File: src/rtl/mdu_iter.sv
// Iterative RISC-V M-extension unit: radix-2 shift-add multiply and restoring divide,
// one step per cycle, with sign fix-up, divide-by-zero/overflow bypass and hold/flush control.
`timescale 1ns/1ps
module mdu_iter #(
  parameter int XLEN  = 32,
  parameter int CNT_W = $clog2(XLEN) + 1
) (
  input  logic            clk,
  input  logic            rst_n,
  input  logic            flush_i,
  input  logic            hold_i,
  input  logic            start_i,
  input  logic [2:0]      op_i,
  input  logic [XLEN-1:0] a_i,
  input  logic [XLEN-1:0] b_i,
  output logic            busy_o,
  output logic            stallreq_o,
  output logic            done_o,
  output logic [XLEN-1:0] result_o
);

  localparam logic [2:0] OP_MUL    = 3'd0;
  localparam logic [2:0] OP_MULH   = 3'd1;
  localparam logic [2:0] OP_MULHSU = 3'd2;
  localparam logic [2:0] OP_DIV    = 3'd4;
  localparam logic [2:0] OP_REM    = 3'd6;

  localparam logic [XLEN-1:0] MIN_VAL = {1'b1, {(XLEN-1){1'b0}}};

  typedef enum logic [1:0] {
    S_IDLE,
    S_CALC,
    S_FIX,
    S_DONE
  } state_t;

  state_t state_reg;
  state_t state_next;

  logic [2:0]        op_reg;
  logic [CNT_W-1:0]  cnt_reg;
  logic [XLEN-1:0]   opnd_reg;
  logic [2*XLEN-1:0] acc_reg;
  logic              neg_res_reg;
  logic              special_reg;
  logic [XLEN-1:0]   result_reg;

  // Operand decode for the accepting cycle
  logic            is_div_in;
  logic            a_sgn_in;
  logic            b_sgn_in;
  logic            a_neg_in;
  logic            b_neg_in;
  logic [XLEN-1:0] a_abs_in;
  logic [XLEN-1:0] b_abs_in;
  logic            div_zero_in;
  logic            ovf_in;
  logic            special_in;
  logic [XLEN-1:0] special_val_in;
  logic            res_neg_in;

  always_comb begin
    is_div_in   = op_i[2];
    a_sgn_in    = (op_i == OP_MULH) || (op_i == OP_MULHSU) ||
                  (op_i == OP_DIV)  || (op_i == OP_REM);
    b_sgn_in    = (op_i == OP_MULH) || (op_i == OP_DIV) || (op_i == OP_REM);
    a_neg_in    = a_sgn_in & a_i[XLEN-1];
    b_neg_in    = b_sgn_in & b_i[XLEN-1];
    a_abs_in    = a_neg_in ? -a_i : a_i;
    b_abs_in    = b_neg_in ? -b_i : b_i;
    div_zero_in = is_div_in & (b_i == '0);
    ovf_in      = is_div_in & ~op_i[0] & (a_i == MIN_VAL) & (b_i == '1);
    special_in  = div_zero_in | ovf_in;
    if (div_zero_in) begin
      special_val_in = op_i[1] ? a_i : '1;
    end else begin
      special_val_in = op_i[1] ? '0 : a_i;
    end
    // Remainder takes the dividend's sign; product and quotient take the XOR.
    res_neg_in = (is_div_in & op_i[1]) ? a_neg_in : (a_neg_in ^ b_neg_in);
  end

  // One multiply step: conditional add into the high half, then shift right.
  logic [XLEN:0]     mul_sum;
  logic [2*XLEN-1:0] mul_step;
  // One restoring divide step: shift left, trial subtract, keep if non-negative.
  logic [XLEN:0]     div_sh;
  logic [XLEN:0]     div_diff;
  logic              div_ge;
  logic [2*XLEN-1:0] div_step;

  always_comb begin
    mul_sum  = {1'b0, acc_reg[2*XLEN-1:XLEN]} + (acc_reg[0] ? {1'b0, opnd_reg} : '0);
    mul_step = {mul_sum, acc_reg[XLEN-1:1]};
    div_sh   = {acc_reg[2*XLEN-1:XLEN], acc_reg[XLEN-1]};
    div_diff = div_sh - {1'b0, opnd_reg};
    div_ge   = ~div_diff[XLEN];
    div_step = {(div_ge ? div_diff[XLEN-1:0] : div_sh[XLEN-1:0]),
                acc_reg[XLEN-2:0], div_ge};
  end

  // Sign correction: the product is negated as a whole before picking a half.
  logic [2*XLEN-1:0] mul_full;
  logic [XLEN-1:0]   div_sel;
  logic [XLEN-1:0]   fix_val;

  always_comb begin
    mul_full = neg_res_reg ? -acc_reg : acc_reg;
    div_sel  = op_reg[1] ? acc_reg[2*XLEN-1:XLEN] : acc_reg[XLEN-1:0];
    if (op_reg[2]) begin
      fix_val = neg_res_reg ? -div_sel : div_sel;
    end else if (op_reg == OP_MUL) begin
      fix_val = mul_full[XLEN-1:0];
    end else begin
      fix_val = mul_full[2*XLEN-1:XLEN];
    end
  end

  always_ff @(posedge clk) begin
    if (!rst_n) begin
      state_reg <= S_IDLE;
    end else begin
      state_reg <= state_next;
    end
  end

  always_comb begin
    state_next = state_reg;
    if (flush_i) begin
      state_next = S_IDLE;
    end else begin
      case (state_reg)
        S_IDLE: if (start_i) state_next = special_in ? S_FIX : S_CALC;
        S_CALC: if (cnt_reg == CNT_W'(1)) state_next = S_FIX;
        S_FIX:  state_next = S_DONE;
        S_DONE: if (!hold_i) state_next = S_IDLE;
        default: state_next = S_IDLE;
      endcase
    end
  end

  always_ff @(posedge clk) begin
    if (!rst_n) begin
      op_reg      <= '0;
      cnt_reg     <= '0;
      opnd_reg    <= '0;
      acc_reg     <= '0;
      neg_res_reg <= 1'b0;
      special_reg <= 1'b0;
      result_reg  <= '0;
    end else if (flush_i) begin
      cnt_reg     <= '0;
      special_reg <= 1'b0;
    end else begin
      case (state_reg)
        S_IDLE: begin
          if (start_i) begin
            op_reg      <= op_i;
            neg_res_reg <= res_neg_in;
            special_reg <= special_in;
            // Multiply keeps |b| in the low half and adds |a|; divide shifts |a| out against |b|.
            acc_reg     <= {{XLEN{1'b0}}, (is_div_in ? a_abs_in : b_abs_in)};
            opnd_reg    <= is_div_in ? b_abs_in : a_abs_in;
            cnt_reg     <= special_in ? '0 : CNT_W'(XLEN);
            if (special_in) begin
              result_reg <= special_val_in;
            end
          end
        end
        S_CALC: begin
          acc_reg <= op_reg[2] ? div_step : mul_step;
          cnt_reg <= cnt_reg - CNT_W'(1);
        end
        S_FIX: begin
          if (!special_reg) begin
            result_reg <= fix_val;
          end
        end
        default: ;
      endcase
    end
  end

  always_comb begin
    busy_o     = (state_reg == S_CALC) || (state_reg == S_FIX);
    stallreq_o = rst_n & (((state_reg == S_IDLE) & start_i & ~flush_i) | busy_o);
    done_o     = (state_reg == S_DONE);
    result_o   = (state_reg == S_DONE) ? result_reg : '0;
  end

endmodule

File: config.mk
export PLATFORM = sky130hd
export DESIGN_NAME = mdu_iter
export DESIGN_NICKNAME = d
export VERILOG_FILES = /design/src/rtl/mdu_iter.sv
export SDC_FILE = /design/constraint.sdc
export NUM_CORES = 1
export LEC_CHECK = 0
export BUFFER_PORTS_ARGS = -buffer_cell sky130_fd_sc_hd__buf_2
export CAP_MARGIN = 10
export CORE_MARGIN = 3
export CORE_UTILIZATION = 35
export DETAILED_ROUTE_END_ITERATION = 12
export HOLD_SLACK_MARGIN = 0.03
export SYNTH_ARGS = -nofsm -noshare
export SYNTH_HDL_FRONTEND = slang
export SYNTH_SLANG_ARGS = --single-unit
File: constraint.sdc
create_clock -name clk -period 4.5 [get_ports clk]
set_clock_uncertainty 0.2 [all_clocks]
set_input_delay 0.45 -clock clk [delete_from_list [all_inputs] [get_ports clk]]
set_output_delay 0.45 -clock clk [all_outputs]
set_load 0.005 [all_outputs]
==> results of run 1 <==
-- power by group through the flow --
stage	Combinational (µW)	Clock, µW	Sequential, µW
2_1_floorplan	1050	0	1360
3_3_place_gp	1490	0	1420
3_5_place_dp	1490	0	1430
4_1_cts	1500	1400	1400
5_1_grt	1660	1450	1410
6_report	1550	1380	1400
-- per-stage QoR --
stage	util [%]	instances	area [µm²]	total power [µW]	hold slack, ps
2_1_floorplan	-	2286	15900	2410	217
3_5_place_dp	38.3	2881	17100	2920	236
6_report	39.6	2914	17700	4330	90.3
3_3_place_gp	38.3	2880	17100	2910	232
4_1_cts	39.5	2913	17600	4290	70.8
5_1_grt	39.6	2913	17700	4520	90.8
-- cells in the mapped netlist, types with 37 or more instances --
| cell type | number | area (µm²) |
|---|---|---|
| a211oi_1 | 47 | 353 |
| a21oi_1 | 209 | 1050 |
| and2_1 | 45 | 282 |
| clkbuf_1 | 149 | 559 |
| dfxtp_1 | 141 | 2820 |
| ha_1 | 75 | 938 |
| inv_1 | 74 | 278 |
| mux2i_1 | 70 | 701 |
| nand2_1 | 240 | 901 |
| nand3_1 | 38 | 190 |
| nor2_1 | 252 | 946 |
| nor3_1 | 65 | 325 |
| o211ai_1 | 37 | 278 |
| o21ai_0 | 146 | 731 |
| o31ai_1 | 41 | 308 |
| xnor2_1 | 113 | 990 |
| xor2_1 | 65 | 569 |
-- what timing repair did --
item / in CTS / in global routing
endpoints found under the setup margin: 0 / 8
gates resized for setup: 0 / 2
buffers inserted: 0 / 0
endpoints found under the hold margin: 0 / 0
hold buffers: 0 / 0
-- logic make-up (layout without fill, tap and decap cells) --
| group | Yosys count | count (layout) |
|---|---|---|
| muxes | 88 | 88 |
| and+or+nand+nor | 810 | 810 |
| adders and majority gates | 102 | 102 |
| xor gates and xnor gates | 178 | 178 |
| other | 0 | 1 |
| buffers and inverters | 260 | 295 |
| DFF | 141 | 141 |
| AOI/OAI and AO/OA | 707 | 707 |
-- worst max path at each step --
stage                             startpoint  cells past startpoint  slack, ps                           to
floorplan             op_reg[1]$_SDFFE_PN0P_                     16        370  result_reg[22]$_SDFFE_PN0P_
global placement    acc_reg[32]$_SDFFE_PN0P_                     13        460     acc_reg[33]$_SDFFE_PN0P_
detailed placement  acc_reg[32]$_SDFFE_PN0P_                     13        340     acc_reg[51]$_SDFFE_PN0P_
CTS                 acc_reg[32]$_SDFFE_PN0P_                     13        310     acc_reg[51]$_SDFFE_PN0P_
global route        acc_reg[32]$_SDFFE_PN0P_                     13         50     acc_reg[59]$_SDFFE_PN0P_
finish               acc_reg[0]$_SDFFE_PN0P_                     14        380     acc_reg[59]$_SDFFE_PN0P_
-- critical path: cells and delay by family, from the launching register on --
family	cells	cell delay [ps]
adders and majority gates	1	270
DFF	1	520
xor gates and xnor gates	1	150
buffers and inverters	2	320
AOI/OAI and AO/OA	8	2010
and+or+nand+nor	2	500
-- metal layers --
metal  vias to the layer above  routed length (µm)
met3                       139                5840
met2                       902               28300
met1                      8353               29400
met4                         0                3450
met5                         -                   0
li1                       8321                   -
-- cell type report --
cell class,count,area share (%)
clock inverters,14,0.701
flip-flops and latches,141,16.0
repair buffers,184,6.32
well taps,592,4.19
inverters,79,1.68
diodes,1,0.0142
clock buffers,18,2.43
multi-input cells,1885,68.6
==> metrics, run 1 <==
status complete, no violations; layout cells sized above 1 12.2%; final-report hold violation count 0; Leakage 0.00685 µW; initial core utilization 35.7%; CP arrival 4220 ps; commonest non-fill, non-tap cell in the layout nor2_1; Die H 219 µm; fmax 0.243 GHz; Total Wirelength 67000 µm; worst min path class in -> reg; crit path cell chain inv_1, buf_4, nor2_1, ha_1, o211a_1, o31ai_1, a21oi_1, a221oi_1, o21ai_0, nor2_1, o2bb2ai_1, xnor2_1, a311oi_1, a311oi_1; final worst path period need 4120 ps; final setup margin 378 ps; main combinational cell family by area after synthesis compound AO/OA/AOI/OAI gates; Setup crit end kind flop; CTS tree yes; combinational power share 35.7%; worst reg-to-reg path cell count 14; synth warn 0; Yosys reg bits 141; sequential power share 32.4%; post-DP HPWL 52000 µm; Pre-antenna DRT Iters 6; Via density 6.08; GP Congestion 1.01; max-cap viol count 0; met2 track demand over resource 39.8%; I/O Pins 107; CORE AREA 0.0446 mm²; die span in x 219 µm; Final Cycle Share 91.6%; RR Endpoint acc_reg[59]$_SDFFE_PN0P_; RSZ-0062 raised after global routing false; post-synthesis simple-gate area fraction 24.2%; vias in the first global route 16122; Crit Path Category reg -> reg; drt drc 0; Setup-failing EPs final 0; Synth Net Count 2435; Compound-Gate Fraction of Synth Area 28.4%; number of port buffers 106; average size of a mapped cell 6.96 µm²; sequential share of the synthesized area 17.7%; # fillers 4689; Max Slew Vio Count 0; clock insertion delay at the later pin of the skew report 460 ps; Hold Path Cell Cnt 2; Die ar. 0.0481 mm²; total global-route track usage 27.1%; CTS Root Cell clkbuf_16; clock share of power 31.9%; layout net count 2457; switching power 1750 µW; CP Launch Type flop; Hold Path Origin start_i; total gr overflow 0; CP max stage delay 630 ps; total CTS buffers 17; initial antenna violation count 1; Reg clk slew, reported paths 80 ps; CP required 4600 ps; synthesized cell area 0.0159 mm²; PD cells 245 mW/mm²; footprint of the multi-input gates 0.0121 mm²; Adder-Cell Fraction of Synth Area 7.72%; starting DRC count in detailed routing 1975; post-synth cell types 89; R2R Setup Slk 380 ps; Routed Antenna Nets 0; Slowest-stage cell, CP a221oi_1; prevailing post-synth register cell dfxtp_1; commonest non-fill, non-tap cells in the layout 249 x nor2_1, 240 x nand2_1, 209 x a21oi_1; register area 0.00283 mm²; internal power 2580 µW; Switching Share 40.5%; max reg flops 64; Max Root-Sink Buffers 2; cells after synthesis 2286; met3 GRT Util 4.68%; Tightest Pin Transition 1050 ps; peak supply drop 0.000225 V; largest net degree at the start of global routing 70; Worst Setup Slack post-DPL 344 ps; Post-synth ARST share 0%; RR Startpoint acc_reg[0]$_SDFFE_PN0P_; M1 GR Usage 38.0%; setup TNS 0 ps; CP Max Fanout 19; first-pass GRT wire length 99700 µm; Cell Rows 77; multiplexer area fraction after synthesis 5.75%; Num Clock Sinks 141; Post-synth EDFFs 0; drt wl/cell 23.0 µm; Min-Delay Endpoint special_reg$_SDFFE_PP0P_; area grow syn2layout 10.9%; H-tree depth 4; xor-xnor portion of the synthesized cell area 9.79%; layer with the highest usage met2; Max transition margin 30.3%; DR vias 17715
(Power assumes the default switching activity.)
==> run 2, diff against run 1 <==
--- a/config.mk
+++ b/config.mk
@@ -7,10 +7,13 @@
 export LEC_CHECK = 0
 export BUFFER_PORTS_ARGS = -buffer_cell sky130_fd_sc_hd__buf_2
 export CAP_MARGIN = 10
+export CELL_PAD_IN_SITES_DETAIL_PLACEMENT = 1
+export CELL_PAD_IN_SITES_GLOBAL_PLACEMENT = 1
 export CORE_MARGIN = 3
-export CORE_UTILIZATION = 35
+export CORE_UTILIZATION = 46
 export DETAILED_ROUTE_END_ITERATION = 12
 export HOLD_SLACK_MARGIN = 0.03
+export PLACE_DENSITY_LB_ADDON = 0.1
 export SYNTH_ARGS = -nofsm -noshare
 export SYNTH_HDL_FRONTEND = slang
 export SYNTH_SLANG_ARGS = --single-unit
==> run 2 against run 1 <==
  * Maximum frequency decreased by 0.19%
  * Critical endpoint is now acc_reg[51]$_SDFFE_PN0P_
  * Core utilization grew 12 points
  * Non-clock buffer count down 9
  * Global-route usage grew 11 points
  * Wire length increased by 6.3%
==> metrics, run 2 (synthesis gave the netlist of run 1 again) <==
status complete, no violations; crit path cell chain inv_1, ha_1, fa_1, nand2b_1, a2111oi_2, o21ai_1, a21oi_1, nor2_1, o221ai_1, xnor2_2, buf_4, mux2i_1, mux2i_1, a22o_1; die span in x 192 µm (-12%); CP Launch Type flop; number of port buffers 106 (unchanged); Setup crit end kind flop; largest net degree at the start of global routing 70 (unchanged); Min-Delay Endpoint op_reg[0]$_SDFFE_PN0P_; commonest non-fill, non-tap cells in the layout 248 x nor2_1, 240 x nand2_1, 209 x a21oi_1; CTS tree yes; Routed Antenna Nets 0 (unchanged); I/O Pins 107 (unchanged); Via density 6.64 (+9.2%); met3 GRT Util 5.97% (+1.3 points); CP max stage delay 450 ps (-180 ps); fmax 0.242 GHz (-0.19%); Cell Rows 67 (-13%); total gr overflow 0 (unchanged); Reg clk slew, reported paths 70 ps (about the same); total CTS buffers 17 (unchanged); drt wl/cell 25.8 µm (+12%); Num Clock Sinks 141 (unchanged); CP Max Fanout 33 (+14); RSZ-0062 raised after global routing false; Pre-antenna DRT Iters 5 (-1); worst reg-to-reg path cell count 14 (unchanged); commonest non-fill, non-tap cell in the layout nor2_1; Total Wirelength 71200 µm (+6.3%); post-route insts no fill 2760 (-5.3%); Max Root-Sink Buffers 2 (unchanged); M1 GR Usage 50.0% (+12 points); max reg flops 64 (unchanged); RR Startpoint acc_reg[31]$_SDFFE_PN0P_; Slowest-stage cell, CP dfxtp_1; Die ar. 0.0369 mm² (-23%); RR Endpoint acc_reg[51]$_SDFFE_PN0P_; Placed Cells 2728 (-5.3%); final-report hold violation count 0 (unchanged); Max Slew Vio Count 0 (unchanged); R2R Setup Slk 370 ps (about the same); PD cells 252 mW/mm² (+2.6%); vias in the first global route 17911 (+11%); initial core utilization 47.1% (+11 points); Hold Path Origin op_i[0]; final worst path period need 4130 ps (+7.81 ps); layout net count 2448 (-0.37%); Die H 192 µm (-12%); Post-CTS Setup Repair Bufs 0 (unchanged); layer with the highest usage met2; CORE AREA 0.0338 mm² (-24%); area grow syn2layout 9.39%; post-DP HPWL 54900 µm (+5.5%); max-cap viol count 0 (unchanged); peak supply drop 0.000247 V (+10%); Max transition margin 29.3% (-0.95 points); CP arrival 4280 ps (+60 ps); worst min path class in -> reg; Hold Path Cell Cnt 3 (+1); CP required 4650 ps (+50 ps); total global-route track usage 37.8% (+11 points); Final Cycle Share 91.8% (+0.17 points); drt drc 0 (unchanged); Setup-failing EPs final 0 (unchanged); GP Congestion 0.994 (-1.7%); starting DRC count in detailed routing 1965 (-0.51%); layout cells sized above 1 11.9% (-0.29 points); setup TNS 0 ps (unchanged); met2 track demand over resource 59.4% (+20 points); # fillers 4426 (-5.6%); Tightest Pin Transition 1060 ps (+14.2 ps); H-tree depth 4 (unchanged); Leakage 0.00681 µW (-0.60%); initial antenna violation count 1 (unchanged); Crit Path Category reg -> reg; most used cell, CP mux2i_1; DR vias 18322 (+3.4%); first-pass GRT wire length 107000 µm (+7.4%); clock insertion delay at the later pin of the skew report 460 ps (about the same); CTS Root Cell clkbuf_16
## run 2: cell types whose count changed in the layout (fill, tap and decap cells not counted), sizes merged
cell,change
buf,-9
inv,-1
clkbuf,-1
clkinv,+1
## run 2: cell type report
type | count | area (µm²) | share of cell area (%)
Clock inverter | 14 | 130 | 0.747
Multi-Input combinational cell | 1885 | 12100 | 69.6
Sequential cell | 141 | 2830 | 16.3
Clock buffer | 17 | 425 | 2.44
Timing Repair Buffer | 175 | 1050 | 6.02
Tap cell | 448 | 561 | 3.22
Antenna cell | 1 | 2.50 | 0.0144
Inverter | 79 | 297 | 1.70
## run 2: routing by layer
layer | share of wire (%) | vias to the layer above
li1 | - | 8268
met1 | 42 | 8971
met2 | 45 | 888
met3 | 8.4 | 195
met4 | 5.4 | 0
met5 | 0 | -
## run 2: worst max path at each step
stage | depth (start not counted) | from | slack, ps | end
2_1_floorplan | 16 | op_reg[1]$_SDFFE_PN0P_ | 370 | result_reg[22]$_SDFFE_PN0P_
6_report | 14 | acc_reg[31]$_SDFFE_PN0P_ | 370 | acc_reg[51]$_SDFFE_PN0P_
5_1_grt | 13 | acc_reg[0]$_SDFFE_PN0P_ | 60 | acc_reg[61]$_SDFFE_PN0P_
3_3_place_gp | 14 | acc_reg[31]$_SDFFE_PN0P_ | 540 | acc_reg[51]$_SDFFE_PN0P_
4_1_cts | 13 | acc_reg[0]$_SDFFE_PN0P_ | 280 | acc_reg[59]$_SDFFE_PN0P_
3_5_place_dp | 13 | acc_reg[0]$_SDFFE_PN0P_ | 320 | acc_reg[59]$_SDFFE_PN0P_
## run 2: critical path: cells and delay by family (launching register included)
family          cells  cell delay (ps)
simple gates        2              310
fa+ha+maj           2              620
xor+xnor            1              170
flops               1              450
mux                 2              340
buf+inv             2              550
compound gates      5             1330
## run 2: power breakdown
group	internal [µW]	switching [µW]	total [µW]
clock network	724	677	1400
registers	1310	99.1	1410
logic	542	1030	1580
## run 2: what timing repair did
| item | in CTS | in global routing |
|---|---|---|
| endpoints found under the hold margin | 0 | 0 |
| setup endpoints to repair | 0 | 3 |
| resized for setup | 0 | 2 |
| hold buffers | 0 | 0 |
## run 2: per-stage QoR
stage                     setup slack, ps  hold slack (ps)  utilization [%]  area [µm²]  total power [µW]
after floorplan                       374              217                -       15900              2410
after CTS                             276             84.7             51.5       17400              4340
after detailed placement              317              236             49.9       16800              2950
final                                 370             94.7             51.5       17400              4380
after global routing                 61.8              107             51.5       17400              4550
after global placement                539              227             49.9       16800              2910
